==> src/rtl/sync_updown_counter.sv <==
// Parametrised synchronous up/down counter with parallel load, wrap/saturate
// mode and a combinational terminal-count output for tc -> en cascading.
module sync_updown_counter #(
    parameter int     WIDTH     = 4,
    parameter longint MODULUS   = 16,
    parameter longint RESET_VAL = 0,
    parameter bit     SATURATE  = 1'b0
) (
    input  logic             clk,
    input  logic             reset,
    input  logic             en,
    input  logic             up,
    input  logic             load,
    input  logic [WIDTH-1:0] load_val,
    output logic [WIDTH-1:0] count,
    output logic             tc,
    output logic             wrap_p,
    output logic             at_limit
);

    localparam logic [WIDTH-1:0] MAX_VAL  = WIDTH'(MODULUS - 1);
    localparam logic [WIDTH-1:0] RST_VAL  = WIDTH'(RESET_VAL);
    localparam logic [WIDTH-1:0] ZERO_VAL = '0;
    localparam logic [WIDTH-1:0] ONE_VAL  = WIDTH'(1);

    // Parameter sanity is enforced while elaborating, never at run time.
    if (WIDTH < 1 || WIDTH > 32) begin : g_bad_width
        $error("sync_updown_counter: WIDTH must be in 1..32");
    end
    if (MODULUS < 2 || MODULUS > (longint'(1) << WIDTH)) begin : g_bad_modulus
        $error("sync_updown_counter: MODULUS must be in 2..2**WIDTH");
    end
    if (RESET_VAL < 0 || RESET_VAL >= MODULUS) begin : g_bad_reset_val
        $error("sync_updown_counter: RESET_VAL must be below MODULUS");
    end

    logic [WIDTH-1:0] count_q, count_d;
    logic             wrap_p_q, wrap_p_d;

    always_comb begin
        count_d  = count_q;
        wrap_p_d = 1'b0;
        if (load) begin
            count_d = (load_val > MAX_VAL) ? MAX_VAL : load_val;
        end else if (en) begin
            if (up) begin
                if (count_q != MAX_VAL) begin
                    count_d = count_q + ONE_VAL;
                end else if (!SATURATE) begin
                    count_d  = ZERO_VAL;
                    wrap_p_d = 1'b1;
                end
            end else begin
                if (count_q != ZERO_VAL) begin
                    count_d = count_q - ONE_VAL;
                end else if (!SATURATE) begin
                    count_d  = MAX_VAL;
                    wrap_p_d = 1'b1;
                end
            end
        end
    end

    always_ff @(posedge clk) begin
        if (reset) begin
            count_q  <= RST_VAL;
            wrap_p_q <= 1'b0;
        end else begin
            count_q  <= count_d;
            wrap_p_q <= wrap_p_d;
        end
    end

    // tc is only meaningful when this edge really steps the counter past its bound.
    assign at_limit = up ? (count_q == MAX_VAL) : (count_q == ZERO_VAL);
    assign tc       = en && at_limit && !load && !reset;
    assign count    = count_q;
    assign wrap_p   = wrap_p_q;

endmodule

==> config.mk <==
export PLATFORM = sky130hd
export DESIGN_NAME = sync_updown_counter
export DESIGN_NICKNAME = d
export VERILOG_FILES = /design/src/rtl/sync_updown_counter.sv
export SDC_FILE = /design/constraint.sdc
export NUM_CORES = 1
export LEC_CHECK = 0
export BUFFER_PORTS_ARGS = -buffer_cell sky130_fd_sc_hd__buf_2
export CAP_MARGIN = 15
export CORE_AREA = 2 2 39 41
export DETAILED_ROUTE_END_ITERATION = 6
export DIE_AREA = 0 0 41 43
export PLACE_DENSITY_LB_ADDON = 0.25
export SLEW_MARGIN = 20
export SYNTH_ARGS = -nofsm -noshare
export SYNTH_HDL_FRONTEND = slang
export SYNTH_SLANG_ARGS = --single-unit
==> constraint.sdc <==
create_clock -name clk -period 3.85 [get_ports clk]
set_input_delay 0.1925 -clock clk [delete_from_list [all_inputs] [get_ports clk]]
set_output_delay 0.1925 -clock clk [all_outputs]
set_load 0.05 [all_outputs]
# After elaboration in Yosys (flattened, before gate mapping)
# Index checks and enable logic that the tools add are counted.
# op_classes
add_sub_neg	2
order_cmp	1
eq_ne	2
mux	10
bitwise	1
reduce_logical	9
# ops
cell	count
$mux W4	6
$add A4 B1 Y4 const B	1
$eq A4 B4 Y1 const B	1
$gt A4 B4 Y1 const B	1
$logic_not A4 Y1	1
$mux W1	4
$ne A4 B4 Y1 const B	1
$reduce_bool A4 Y1	1
$sub A4 B1 Y4 const B	1
$logic_and A1 B1 Y1	3
$reduce_or A3 Y1	1
$logic_not A1 Y1	2
$reduce_bool A2 Y1	1
$not A1 Y1	1
# totals
ff_bits	5
in_bits	9
output_inout_bits	7
elab_cells	27

# Logic depth before layout (Yosys ltp)
# Gate-level depths: netlist of the first run.
# depth
word_depth	5
ltp_mapped	6
ltp_nobuf	6

# Worst setup path after synthesis of the first run
# No wires, ideal clock.
# synth_timing
path_kind	register to output
startpoint	reg count_q[0] (netlist: count[0])
endpoint	out tc
t_arrival_ns	2.828
required_time_ns	3.658
setup_slack_ns	0.829
stages_incl_launch_ff	6
path_buffers	0
cell_sequence	dfxtp_1 inv_1 ha_1 or3b_4 o21ai_1 nor2b_1
# synth_via
elab_chain_len	5
elab_cells_between_ends	6
# synth_rtl
element	line	rtl
start, declared	37	logic [WIDTH-1:0] count_q, count_d;
start signal, assigned	69	count_q <= count_d;
$eq A4 B4 Y1 or $logic_not A4 Y1 (tied branches)	75	assign at_limit = up ? (count_q == MAX_VAL) : (count_q == ZERO_VAL);
$mux W1 (*)	75	
net at_limit	18	output logic at_limit
$logic_and A1 B1 Y1 (*) (3 in a row)	76	assign tc = en && at_limit && !load && !reset;
end, declared	16	output logic tc,
# Mark *: on every way through the listed nets, which the timed path passes. The rest lies on a longest branch.

# Final worst setup path of the first run
# layout_timing
startpoint	reg count_q[0] (netlist: count[0])
endpoint	out tc
# layout_via
elab_chain_len	5
elab_cells_between_ends	6
# layout_rtl
element	line
$eq A4 B4 Y1 or $logic_not A4 Y1 (tied branches)	75
$mux W1 (*)	75
$logic_and A1 B1 Y1 (*) (3 in a row)	76
# Every way passes the cells marked *; elsewhere a longest branch is shown, timed or not.

==> flow_summary.ini, run 1 <==
[status]
outcome = complete, no violations

[timing]
slew_viol_final = 0
hold_viol = 0
fin_crit_sh_pct = 53.8
rsz0062_at_grt = no
skew_ns = 0.00214
max_slew_margin_pct = 81.6
finalSetupTns_ns = 0
setup-violations-final = 0
tightest_slew_ns = 0.276
final.min_clock_period_ns = 2.07
fmax_mhz = 483

[pwr]
combPwrFrac_pct = 31.1
power.density_mw_per_mm2 = 376
seqPwrFrac_pct = 34.3
internal-power_uw = 115
p_leak_nw = 0.224
peakVddDrop_mv = 0.115
power_frac_clock_pct = 34.6
p_sw_uw = 63.9
finalPower_uw = 179
sw_frac_of_total_pct = 35.7

[synth]
synth_top_family_by_area = compound AO/OA/AOI/OAI gates
synth-simple-area-share_pct = 23.0
ys_top_cells_by_count = 5 x dfxtp_1, 5 x inv_1, 5 x nand2_1
syn_nets = 56
synth-main-ff-cell = dfxtp_1
synthCells = 45
synthXorXnorAreaFrac_pct = 4.95
synth_top_area_cell = dfxtp_1
synth-edff-count = 0
avgSynthCellArea_um2 = 7.87
synth_mux_area_share_pct = 6.01
ys_seq_area_share_pct = 28.3
synth_area_leaders = dfxtp_1 28%, ha_1 7.1%, a21oi_1 5.7%
ys_warn_count = 0
ys_ff_latch = 5
synth.top_cell.area_share_pct = 28.3
synth_fa_ha_area_share_pct = 7.07
yosysUniqueCellTypes = 25
synth-compound-area-share_pct = 25.4
syn_area_um2 = 354
async_reset_ff_share_pct = 0

[finish]
multiInputGateArea_um2 = 235
nets = 76
fillers = 166
drive_above_1_share_pct = 32.8
diodes = 0
areaGrowthSynthToFinish_pct = 34.3
regArea_um2 = 100

[placed_design]
io_buffers = 15
gp_congestion = 0.649
post-dp-hpwl_um = 700

[setup_path]
reg2reg_setup_slack_ns = 2.32
worstSetupStartpointType = register
r2r_end = count[0]
cp_slowest_cell = or3b_4
worstPathArrival_ns = 1.88
critPathRequiredTime_ns = 3.66
crit_buf_inv = 2
slowest_delay_ns = 0.39
cp_top_family = simple AND/OR/NAND/NOR gates
r2r-start = count[0]
crit_type = register to output port
worst_setup_path_end_kind = output port
r2r_cells = 6
cp_cell_sequence = inv_1, ha_1, or3b_4, o21ai_1, nor2b_1, buf_2
cp_max_fo = 8

[flow_run]
cap_violations = 0

[clock_network]
cts_buffers = 3
cts-root-buf = clkbuf_4
cts_buffer_depth = 2
clk_latency_ns = 0.25
post_cts_buffers = 0
path_clk_slew_ns = 0.04
cts_hold_buf = 0
tritoncts = yes
htree_num_levels = 1
cts_resized = 0
numClockSinks = 5

[min_path]
worstHoldStart = reset
whs_path_depth = 2
worst_hold_path.endpoint = count[1]
min_path_type = primary input to register

[floorplanning]
die_w_um = 41
fp.dieArea_mm2 = 0.00176
pin_count = 16
fp-row-count = 14
die_h_um = 43
start_util_pct = 25.6
fp.coreArea_mm2 = 0.00138

[routing]
totalWireLength_um = 857
drt-initial-drc-count = 2
final_antenna_net_count = 0
vias = 383
drc = 0
drt-pass1-iter-count = 3
via_per_inst = 4.79
avgRoutedWirePerCell_um = 10.7

[global_routing]
grt-ovfl-total = 0
grt_antenna_before_repair = 0
grt_pass1_wl_mm = 1.31
first_global_vias = 329
grt_max_degree = 10
grt.total_usage_pct = 11.8
## state kept, by name, indices dropped and copies added, names as in the netlist
| register | count |
|---|---|
| count | 4 |
| wrap_p | 1 |
## power by group through the flow
stage	logic, mW	clock network [mW]	registers (mW)
after floorplan	0.0281	0	0.0735
after global placement	0.0557	0	0.0622
after detailed placement	0.0558	0	0.0623
after CTS	0.0561	0.0645	0.0613
after global routing	0.0605	0.0707	0.0619
final	0.0556	0.0620	0.0613
## kinds of logic (layout without fill, tap and decap cells)
logic type                 count (synthesis)  count (layout)
xor gates and xnor gates                   2               2
buffers and inverters                      5              24
muxes                                      2               2
AOI/OAI and AO/OA                         14              14
adders and majority gates                  2               2
and+or+nand+nor                           15              15
DFF                                        5               5
## layer usage
metal,track usage [%],share of wire (%),vias to the layer above
li1,-,-,201
met1,12.2,39,167
met2,18.4,51,13
met3,6.28,8.3,2
met4,6.00,0.93,0
met5,0,0,-
## per-stage QoR
step	setup slack (ns)	hold slack, ns	utilization [%]	instances	area (um2)
after floorplan	0.829	0.262	-	45	354
after global placement	2.07	0.422	32.5	76	449
after detailed placement	2.02	0.425	32.5	76	449
after CTS	1.76	0.164	34.4	80	475
after global routing	1.64	0.173	34.4	80	475
final	1.78	0.169	34.4	80	475
## cells in the final DEF, fill, tap and decap left out, types with 2 or more instances in the layout
master    instances
nor2b_1           2
a21oi_1           4
dfxtp_1           5
ha_1              2
buf_2            15
o21ai_0           3
nor2_1            2
nand2_1           5
clkbuf_4          3
inv_1             5
## how the worst max path moves through the flow
stage	startpoint	endpoint	slack, ns	depth (start not counted)
5_1_grt	count[0]	tc	1.64	6
6_report	count[0]	tc	1.78	6
3_3_place_gp	count[1]	tc	2.07	6
2_1_floorplan	count[0]	tc	0.83	5
3_5_place_dp	count[0]	tc	2.02	6
4_1_cts	count[0]	tc	1.76	6
## layout make-up
class,count,area share [%]
multi-input cells,35,49.5
well taps,16,4.21
inverters,5,3.95
flip-flops and latches,5,21.1
repair buffers,15,15.8
clock buffers,4,5.53
(Power assumes the default switching activity.)
==> run 2: changes to the inputs <==
Clock period 3.85 ns to 1.8 ns, I/O delays scaled along.
==> run 2 against run 1 <==
Compared with the run above:
- critical path depth is the same
- clock skew shrank 0.00075 ns
- combinational power grew to 2.7 times the previous value
- clock power grew 100%
- sequential share of layout area shrank 2.6 points
- global-route usage grew 0.10 points
- critical endpoint unchanged
- count of clock-buffer cells in the layout is the same
- sequential cell count is the same
- die area is the same
==> flow_summary.ini, run 2 (synthesis results as in run 1) <==
[placed_design]
place_inst = 76
post-dp-hpwl_um = 686
postPlaceCellArea_um2 = 493
io_buffers = 15
gp_congestion = 0.730

[pwr]
power.density_mw_per_mm2 = 703
peakVddDrop_mv = 0.331
p_leak_nw = 0.266
finalPower_uw = 409

[setup_path]
startpoint = count[1]
cp_cell_sequence = inv_4, ha_4, or3b_4, o21ai_4, nor2b_4, buf_8
crit_type = register to output port
worst_setup_path_end_kind = output port
crit_buf_inv = 2
critPathRequiredTime_ns = 1.71
worstPathArrival_ns = 1.64
cp_slowest_cell = or3b_4
worstSetupStartpointType = register
r2r-start = count[1]
slowest_delay_ns = 0.39
cp_max_fo = 4
reg2reg_setup_slack_ns = 0.26
cp_top_family = simple AND/OR/NAND/NOR gates

[clock_network]
tritoncts = yes
cts-root-buf = clkbuf_4
numClockSinks = 5
cts_hold_buf = 0
clk_latency_ns = 0.24
htree_num_levels = 1
cts_buffers = 3
path_clk_slew_ns = 0.04
cts_buffer_depth = 2

[timing]
hold_viol = 0
max_slew_margin_pct = 77.3
fin_crit_sh_pct = 96.2
rsz0062_at_grt = yes
final.min_clock_period_ns = 1.73
skew_ns = 0.00139
setup-violations-final = 0
slew_viol_final = 0
fmax_mhz = 578
tightest_slew_ns = 0.340

[flow_run]
cap_violations = 0

[floorplanning]
pin_count = 16
die_w_um = 41
fp.coreArea_mm2 = 0.00138
die_h_um = 43
start_util_pct = 25.6
fp-row-count = 14
fp.dieArea_mm2 = 0.00176

[global_routing]
grt.total_usage_pct = 11.9
grt-ovfl-total = 0
grt_antenna_before_repair = 0
grt_max_degree = 10
first_global_vias = 360
grt_pass1_wl_mm = 1.41

[finish]
final_cells = 87
mostFrequentLayoutCells = 14 x buf_2, 7 x buf_4, 5 x nand2_1
final_common_cell = buf_2
diodes = 0
drive_above_1_share_pct = 49.3
nets = 83
final_area_um2 = 582
areaGrowthSynthToFinish_pct = 64.3
largest_reg_flops = 4

[routing]
drc = 0
avgRoutedWirePerCell_um = 10.4
totalWireLength_um = 902
drt-initial-drc-count = 7
via_per_inst = 4.70
vias = 409
drt-pass1-iter-count = 3
final_antenna_net_count = 0

[min_path]
worstHoldStart = reset
min_path_type = primary input to register

[status]
outcome = complete, no violations
-- run 2: cell count changes in the layout (fill, tap and decap cells not counted), sizes merged --
cell  previous run  this run
buf             15        22
-- run 2: repair_timing --
item | CTS | global route
hold endpoints to repair | 0 | 0
cloned | 0 | 0
gates resized for setup | 2 | 1
buffers inserted | 0 | 7
pin swaps | 0 | 1
setup endpoints to repair | 1 | 2
-- run 2: through the flow --
| stage | hold slack [ns] | utilization (%) | setup slack, ns | TNS [ns] |
|---|---|---|---|---|
| 3_5_place_dp | 0.311 | 35.6 | 0.189 | 0 |
| 5_1_grt | 0.0678 | 42.0 | -0.0159 | -0.0159 |
| 4_1_cts | 0.0555 | 38.0 | 0.0105 | 0 |
| 6_report | 0.0599 | 42.0 | 0.0686 | 0 |
| 3_3_place_gp | 0.312 | 35.6 | 0.189 | 0 |
| 2_1_floorplan | 0.149 | - | -0.0784 | -0.0784 |
-- run 2: path summary, 6_finish.rpt --
kind	depth (start not counted)	end
worst max-delay path	6	tc
worst min-delay path	2	count[0]
worst max register to register	7	count[0]
worst min register to register	3	count[2]
-- run 2: report_power, final --
group	internal, mW	leakage [nW]	switching, mW	total [mW]
Combinational	0.0655	0.209	0.0843	0.150
Sequential	0.119	0.0425	0.0130	0.132
Clock	0.0837	0.0150	0.0437	0.127
Total	0.268	0.266	0.141	0.409
-- run 2: layout make-up --
type | count | area (um2)
fillers | 147 | 802
multi-input cells | 35 | 267
repair buffers | 22 | 138
flip-flops and latches | 5 | 108
clock buffers | 4 | 26.3
inverters | 5 | 23.8
well taps | 16 | 20.0
-- run 2: layer usage --
layer	track usage [%]	share of wire, %	vias up
met5	0	0	-
met4	2.00	0	0
met3	7.85	8.0	0
met2	17.8	48	15
met1	14.1	44	177
li1	-	-	217
-- run 2: worst register-to-register path: stages (launching register included) --
cell and delay [ns]:
dfxtp_4 0.35, inv_4 0.08, ha_4 0.14, or3b_4 0.39, buf_4 0.15, a21oi_2 0.12, o221ai_1 0.11, a21oi_1 0.14
==> run 3: changes to the inputs <==
Settings changed: ABC_AREA set to 1.
==> run 3 against run 2 <==
Compared with the run above:
- combinational power shrank 16%
- largest cell class unchanged
- critical endpoint unchanged
- wire length shrank 2.1%
- synthesized area grew 7.4%
- critical path type unchanged
==> flow_summary.ini, run 3 <==
[finish]
final_common_cell = buf_2
largest_reg_flops = 4
mostFrequentLayoutCells = 14 x buf_2, 13 x nand2_1, 8 x inv_1
nets = 86
drive_above_1_share_pct = 39.2
final_cells = 90
diodes = 0
areaGrowthSynthToFinish_pct = 39.8

[synth]
ys_ff_latch = 5
synth.top_cell.area_share_pct = 26.3
synth-edff-count = 0
synth_area_leaders = dfxtp_1 26%, nand2_1 13%, inv_1 8.9%
ys_top_cells_by_count = 13 x nand2_1, 9 x inv_1, 6 x a21oi_1
avgSynthCellArea_um2 = 6.67
synth.most_common_cell = nand2_1
synth-main-ff-cell = dfxtp_1
async_reset_ff_share_pct = 0
syn_area_um2 = 380
ys_warn_count = 0
synth_top_area_cell = dfxtp_1
synthCells = 57
ys_seq_area_share_pct = 26.3
syn_nets = 68
yosysUniqueCellTypes = 19

[global_routing]
grt.total_usage_pct = 12.7
grt_max_degree = 10
grt-ovfl-total = 0
first_global_vias = 374
grt_antenna_before_repair = 0
grt_pass1_wl_mm = 1.52

[timing]
tightest_slew_ns = 0.259
skew_ns = 0.00387
setup-violations-final = 0
slew_viol_final = 0
fin_crit_sh_pct = 92.0
fmax_mhz = 604
finalSetupTns_ns = 0
rsz0062_at_grt = no
final.min_clock_period_ns = 1.66
max_slew_margin_pct = 82.6
hold_viol = 0

[min_path]
worst_hold_path.endpoint = count[1]
worstHoldStart = reset
whs_path_depth = 2
min_path_type = primary input to register

[setup_path]
cp_top_family = simple AND/OR/NAND/NOR gates
cp_slowest_cell = dfxtp_4
path_depth = 7
worstPathArrival_ns = 1.57
crit_type = register to output port
r2r_cells = 8
critPathRequiredTime_ns = 1.71
worst_setup_path_end_kind = output port
worstSetupStartpointType = register
r2r_end = count[0]
cp_cell_sequence = inv_2, ha_4, inv_1, nor3_2, a21oi_2, nor4_4, buf_6
startpoint = count[0]
slowest_delay_ns = 0.36
crit_buf_inv = 3
cp_max_fo = 7
reg2reg_setup_slack_ns = 0.48
r2r-start = count[0]

[floorplanning]
die_w_um = 41
fp.coreArea_mm2 = 0.00138
fp-row-count = 14
fp.dieArea_mm2 = 0.00176
start_util_pct = 27.5
die_h_um = 43
pin_count = 16

[routing]
drc = 0
via_per_inst = 4.66
totalWireLength_um = 883
final_antenna_net_count = 0
drt-pass1-iter-count = 4
avgRoutedWirePerCell_um = 9.81
vias = 419
drt-initial-drc-count = 8

[clock_network]
htree_num_levels = 1
tritoncts = yes
post_cts_buffers = 0
cts-root-buf = clkbuf_4
numClockSinks = 5
clk_latency_ns = 0.24
cts_hold_buf = 0
path_clk_slew_ns = 0.05
cts_buffers = 3
cts_buffer_depth = 2

[placed_design]
io_buffers = 15
place_inst = 86
post-dp-hpwl_um = 684
gp_congestion = 0.709

[pwr]
peakVddDrop_mv = 0.590
power.density_mw_per_mm2 = 738
p_leak_nw = 0.256
finalPower_uw = 392

[status]
outcome = complete, no violations

[flow_run]
cap_violations = 0
==> run 3: changes by cell type after synthesis, sizes merged, moves of 2 or more <==
cell   before  now
nand2       5   13
inv         5    9
nand3       1    5
a22oi       0    3
o21ai       4    1
nor2        2    4
nor2b       2    0
nor4        0    2
==> run 3: power breakdown <==
| group | switching (mW) | leakage (nW) | internal, mW |
|---|---|---|---|
| Combinational | 0.0824 | 0.198 | 0.0439 |
| Sequential | 0.0155 | 0.0428 | 0.120 |
| Clock | 0.0473 | 0.0150 | 0.0839 |
==> run 3: worst reg2reg max path, delay by kind of cell, from the launching register on <==
family / cells / cell delay (ns)
simple gates: 3 / 0.38
flops: 1 / 0.36
compound gates: 2 / 0.24
buf+inv: 2 / 0.14
fa+ha+maj: 1 / 0.14
==> run 3: routing by layer <==
metal | share of wire [%] | vias up | GRT usage [%]
li1 | - | 224 | -
met1 | 46 | 173 | 16.1
met2 | 40 | 22 | 18.1
met3 | 14 | 0 | 7.85
met4 | 0 | 0 | 2.00
met5 | 0 | - | 0
==> run 3: final cells by class <==
class	instances	area [um2]
clock buffers	4	26.3
fillers	151	852
inverters	9	33.8
multi-input cells	41	263
flip-flops and latches	5	108
well taps	16	20.0
repair buffers	15	81.3
==> run 3: how the worst max path moves through the flow <==
stage	to
floorplan	tc
global placement	tc
detailed placement	tc
CTS	tc
global route	tc
finish	tc
==> run 3: kinds of logic after synthesis <==
logic type                 Yosys count  share of synthesized area [%]
AOI/OAI and AO/OA                   11                           16.8
buffers and inverters               11                           12.8
and+or+nand+nor                     26                           32.9
adders and majority gates            2                           6.58
DFF                                  5                           26.3
xor gates and xnor gates             2                           4.61
==> run 3: stage by stage <==
| step | hold WS [ns] | worst slack (ns) | utilization (%) | area [um2] |
|---|---|---|---|---|
| 6_report | 0.104 | 0.143 | 38.4 | 532 |
| 5_1_grt | 0.102 | 0.00412 | 38.4 | 532 |
| 4_1_cts | 0.100 | 0.0175 | 36.8 | 509 |
| 2_1_floorplan | 0.152 | 0.0505 | - | 400 |
| 3_5_place_dp | 0.356 | 0.235 | 34.7 | 480 |
| 3_3_place_gp | 0.353 | 0.238 | 34.7 | 480 |
==> run 3: repair_timing <==
action,in CTS,in global routing
pin swaps,0,3
setup endpoints to repair,1,2
resized for setup,1,6
